===== src/rtl/estagio_busca.sv =====
// estagio_busca: instruction-fetch stage holding the PC and the IF/ID pipeline register
module estagio_busca #(
    parameter int unsigned TAM_MEM    = 32,
    parameter int unsigned PC_INICIAL = 0,
    parameter logic [31:0] INSTR_NOP  = 32'h0000_0000
) (
    input  logic        clock,
    input  logic        reset,
    input  logic        parar,
    input  logic        desvio,
    input  logic [31:0] alvo_desvio,
    input  logic [31:0] instrucao,
    output logic [31:0] endereco,
    output logic [31:0] instrucao_id,
    output logic [31:0] pc_id,
    output logic        valido_id,
    output logic [31:0] contador_busca
);
    localparam int AW = $clog2(TAM_MEM);

    logic [AW-1:0] r_pc;
    logic [AW-1:0] r_pc_id;
    logic [31:0]   r_instrucao_id;
    logic          r_valido_id;
    logic [31:0]   r_contador;
    logic [AW-1:0] w_pc_prox;
    logic [AW-1:0] w_alvo;
    logic          w_unused_alvo;

    // PC kept in AW bits so the +1 and the target truncation wrap modulo TAM_MEM for free
    assign w_pc_prox     = r_pc + AW'(1);
    assign w_alvo        = alvo_desvio[AW-1:0];
    assign w_unused_alvo = &{1'b0, alvo_desvio[31:AW]};

    assign endereco       = 32'(r_pc);
    assign instrucao_id   = r_instrucao_id;
    assign pc_id          = 32'(r_pc_id);
    assign valido_id      = r_valido_id;
    assign contador_busca = r_contador;

    // PC and IF/ID update: redirect beats stall, stall beats sequential fetch
    always_ff @(posedge clock or posedge reset) begin
        if (reset) begin
            r_pc           <= AW'(PC_INICIAL);
            r_pc_id        <= '0;
            r_instrucao_id <= INSTR_NOP;
            r_valido_id    <= 1'b0;
            r_contador     <= '0;
        end else if (desvio) begin
            r_pc           <= w_alvo;
            r_pc_id        <= '0;
            r_instrucao_id <= INSTR_NOP;
            r_valido_id    <= 1'b0;
        end else if (!parar) begin
            r_pc           <= w_pc_prox;
            r_pc_id        <= w_pc_prox;
            r_instrucao_id <= instrucao;
            r_valido_id    <= 1'b1;
            r_contador     <= r_contador + 32'd1;
        end
    end
endmodule


===== config.mk =====
export PLATFORM = sky130hd
export DESIGN_NAME = estagio_busca
export DESIGN_NICKNAME = d
export VERILOG_FILES = /design/src/rtl/estagio_busca.sv
export SDC_FILE = /design/constraint.sdc
export NUM_CORES = 1
export LEC_CHECK = 0
export BUFFER_PORTS_ARGS = -buffer_cell sky130_fd_sc_hd__buf_2
export CORE_MARGIN = 2
export CORE_UTILIZATION = 50
export CTS_BUF_LIST = sky130_fd_sc_hd__clkbuf_2 sky130_fd_sc_hd__clkbuf_4 sky130_fd_sc_hd__clkbuf_8
export CTS_CLUSTER_DIAMETER = 50
export CTS_CLUSTER_SIZE = 24
export DETAILED_ROUTE_END_ITERATION = 6
export PLACE_DENSITY = 0.95
export SYNTH_ARGS = -nofsm -noshare
export SYNTH_HDL_FRONTEND = slang
export SYNTH_SLANG_ARGS = --single-unit

===== constraint.sdc =====
create_clock -name clock -period 6.2 [get_ports clock]
set_input_delay 0.93 -clock clock [delete_from_list [all_inputs] [get_ports clock]]
set_output_delay 0.93 -clock clock [all_outputs]
set_load 0.1 [all_outputs]

# Yosys cells after proc, flatten, opt, wreduce, memory -nomap -nowiden
# Cells that the tools add are included.
word_totals:
  register_bits: 75
  out_inout_bits: 129
  elab_cells: 18
classes:
  n_addsub: 2
  n_eq_ne: 1
  mux: 7
  bitwise: 2
  reduce_logical: 1
ops:
  columns: ["operator", "count"]
  rows:
  - ["32-bit 2-to-1 mux", 2]
  - ["32-bit by 1-bit adder with 32-bit output, second input constant", 1]
  - ["5-bit 2-to-1 mux", 3]
  - ["5-bit by 1-bit adder with 5-bit output, second input constant", 1]
  - ["1-bit 2-to-1 mux", 2]
  - ["2-bit by 1-bit inequality test with 1-bit output, second input constant", 1]
  - ["1-bit inverter", 2]
  - ["2-bit AND reduction", 1]

# Depth between registers and ports, before layout
logic_depth:
  word_depth: 3
  depth_mapped: 5

# Worst setup path before layout
# OpenSTA, ideal clock, no wires.
synth_timing:
  kind: "register -> register"
  start: "register r_contador[0], in the netlist contador_busca[0]"
  end: "register r_contador[16], in the netlist contador_busca[16]"
  setup_time_ns: 0.162
  arrival_ns: 2.295
  t_required_ns: 6.038
  slack_ns: 3.743
  stages_incl_launch_ff: 6
  n_path_buf: 0
  period_less_slack_ns: 2.457
  cell_sequence: "dfrtp_1 ha_1 or3b_4 or2_4 nor4_1 xor2_1"
synth_via:
  elab_chain_cells: 1
synth_lines:
  columns: ["item", "line", "text"]
  rows:
  - ["start: declaration", "25", "logic [31:0] r_contador;"]
  - ["start signal: assignment", "59", "r_contador <= r_contador + 32'd1;"]
  - ["32-bit by 1-bit adder with 32-bit output", "59", null]
# No other way between the ends.
# A chain may end at the register's enable or synchronous reset.

# Final worst setup path
layout_timing:
  start: "input port parar"
  end: "register r_contador[27], in the netlist contador_busca[27]"
layout_via:
  elab_chain_cells: 2
layout_lines:
  columns: ["item", "line", "text"]
  rows:
  - ["start: declaration", "9", "input logic parar,"]
  - ["1-bit inverter (no line)", null, null]
  - ["2-bit AND reduction (no line)", null, null]
# No other way between the ends.

==> results.ini <==
[floorplanning]
core_area_mm2=0.00718
die_height_um=89.4
die-area_mm2=0.00799
ios=197
rows=31
initial_core_util=0.508
die_x_um=89.4

[routing]
wire_per_inst_um=13.0
drc=0
avgViaCountPerCell=4.83
vias=2680
postRouteAntennaNets=0
wl_mm=7.23
dr.pass1.iters=4
first_iter_violations=81

[worst_hold_path]
hp-start=contador_busca[31]$_DFFE_PP0P_
worstHoldEndpoint=contador_busca[31]$_DFFE_PP0P_
whs_path_depth=1
hold_class=register to register

[sta]
period_share=0.393
final.setup.tns_ns=0
slew_viol_final=0
min_period_ns=2.43
skew_ns=0.00980
setup_viol=0
fmax_ghz=0.411
hold_slack_ns=0.474
tightest_slew_ns=1.11
rsz0062_at_grt=false
slew_headroom=0.253
hold_viol_final=0

[placed_design]
hpwl_mm=5.08
gp_congestion=0.732
portBuffers=115

[clocking]
cts.htree.levels=3
cts.clk_slew.worst_paths_ns=0.07
cts_tree=done
clk_latency_ns=0.34
postCtsSetupBuffers=0
clock-sinks=75
numCtsBuffers=9
cts_root_buf=clkbuf_8
cts_hold_buf=0
cts_resized=0
clockBufferDepth=2

[logic_synthesis]
synth_top_cell_area_share=0.515
synth-simple-area-share=0.145
synth_area_leader_cell=dfrtp_1
yosysSeqAreaShare=0.515
synth_compound_gate_area_share=0.0137
synth_mux_area_frac=0.0964
synth_cell_types=28
ys_top_cells_by_area=dfrtp_1 (51%), buf_4 (11%), mux2i_1 (9.3%), xnor2_1 (7.9%), nor2_1 (4.4%)
syn_area_mm2=0.00365
ys_ff_latch=75
ys_warn_count=0
syn_inst=337
synth_top_family_by_area=simple AND/OR/NAND/NOR gates
synth-xor-area-share=0.0913
synth.avg_cell_area_um2=10.8
synthAdderAreaFrac=0.00686

[setup_path]
r2r_start=contador_busca[6]$_DFFE_PP0P_
start_kind=input pin
reg2reg_depth=4
critPathCaptureType=register
rrSetupSlack_ns=3.99
criticalPathCategory=input pin to register
crit_fanout=50
required_ns=6.42
timing.rr.end=contador_busca[27]$_DFFE_PP0P_
cp.arrival_ns=2.65

[global_route]
grt_max_degree=76
grt_pass1_wl_mm=10.8
first_global_vias=2413
grt_overflow=0
grt_usage=0.177
antenna_found_initial=0

[power_and_ir_drop]
power_switching_mw=0.707
cellPowerDensity_mw_per_mm2=352
internal-power_mw=0.809
cellLeakagePower_nw=2.35
max-vdd-ir-drop_mv=0.254
p_seq_frac=0.374
comb_power_share=0.377
clkPwrFrac=0.250
switching_share=0.467

[layout]
nets=522
syn_to_final_growth_pct=18.2
n_antenna_cell=0
drive_gt1_frac=0.309

[run]
maxCapViolCount=0

[outcome]
status=complete, no violations

## registers in the layout (all words and copies together) (netlist names)
register,count
r_pc,5
r_pc_id,5
valido_id,1
instrucao_id,32
contador_busca,32
## worst max path at each step
stage          startpoint                        endpoint  slack, ns  cells past startpoint
4_1_cts             parar  contador_busca[27]$_DFFE_PP0P_       3.41                      5
2_1_floorplan       reset   contador_busca[0]$_DFFE_PP0P_       3.36                      1
6_report            parar  contador_busca[27]$_DFFE_PP0P_       3.77                      6
3_5_place_dp        parar  contador_busca[27]$_DFFE_PP0P_       3.04                      5
5_1_grt             parar  contador_busca[27]$_DFFE_PP0P_       3.62                      6
3_3_place_gp        parar  contador_busca[31]$_DFFE_PP0P_       3.20                      5
## stage by stage
| step | util | std cells | cell area (µm²) | worst slack [ns] | total power [mW] |
|---|---|---|---|---|---|
| after global routing | 0.601 | 555 | 4310 | 3.62 | 1.57 |
| final | 0.601 | 555 | 4310 | 3.77 | 1.52 |
| after detailed placement | 0.572 | 539 | 4100 | 3.04 | 1.15 |
| after global placement | 0.572 | 539 | 4100 | 3.20 | 1.14 |
| after CTS | 0.600 | 554 | 4300 | 3.41 | 1.52 |
| after floorplan | - | 390 | 3850 | 3.36 | 1.09 |
## per-layer routing
metal | global-route usage | part of all wire | vias up
li1 | - | - | 1248
met1 | 0.199 | 0.40 | 1298
met5 | 0 | 0 | -
met4 | 0.0570 | 0.0096 | 0
met3 | 0.0591 | 0.081 | 8
met2 | 0.315 | 0.51 | 126
## worst max-delay path, stage by stage
cell,delay [ns]
buf_2,0.09
buf_4,0.33
nor4_2,0.69
buf_4,0.28
nand4_1,0.12
xnor2_1,0.20
## kinds of logic after synthesis
group,Yosys count
xor+xnor,38
flops,75
compound gates,10
simple gates,106
buf+inv,70
fa+ha+maj,2
mux,35
other cells,1
## synth_stat cells (all sizes together)
cell type  count
ha             2
inv            2
nor4           5
nor2          44
dfrtp         75
a21oi          5
xor2           5
mux2i         34
nand3         13
mux2           1
and4           3
and2           3
nand2         13
xnor2         33
or3b           1
buf           61
clkbuf         7
conb           1
o21ai          5
nor2b          2
and3           5
nand4         16
or2            1
## placed cells by master, fill, tap and decap left out
master	n
buf_2	115
dfrtp_1	75
conb_1	54
nor2_1	43
mux2i_1	34
xnor2_1	33
nand4_1	16
nand2_1	13
nand3_1	13
clkbuf_8	11
xor2_1	5
and3_1	5
o21ai_0	5
a21oi_1	5
buf_4	4
and4_1	3
and2_1	3
nor4_1	3
nor4_2	2
nor2b_1	2
ha_1	2
clkinvlp_4	2
or3b_4	1
nor2_2	1
or2_4	1
inv_2	1
inv_1	1
mux2_2	1
bufinv_16	1
clkinv_2	1
## power by group through the flow
stage / clock [mW] / combinational [mW] / sequential [mW]
6_report: 0.378 / 0.571 / 0.566
5_1_grt: 0.406 / 0.594 / 0.572
4_1_cts: 0.384 / 0.573 / 0.565
3_5_place_dp: 0 / 0.573 / 0.575
3_3_place_gp: 0 / 0.566 / 0.571
2_1_floorplan: 0 / 0.248 / 0.847
## final cells by class
type,count,area (µm²)
Clock buffer,11,151
Clock inverter,4,50.0
Fill cell,592,2860
Inverter,2,7.51
Multi-Input combinational cell,245,1500
Sequential cell,75,1880
Tap cell,99,124
Timing Repair Buffer,119,606
(Power assumes the default switching activity.)
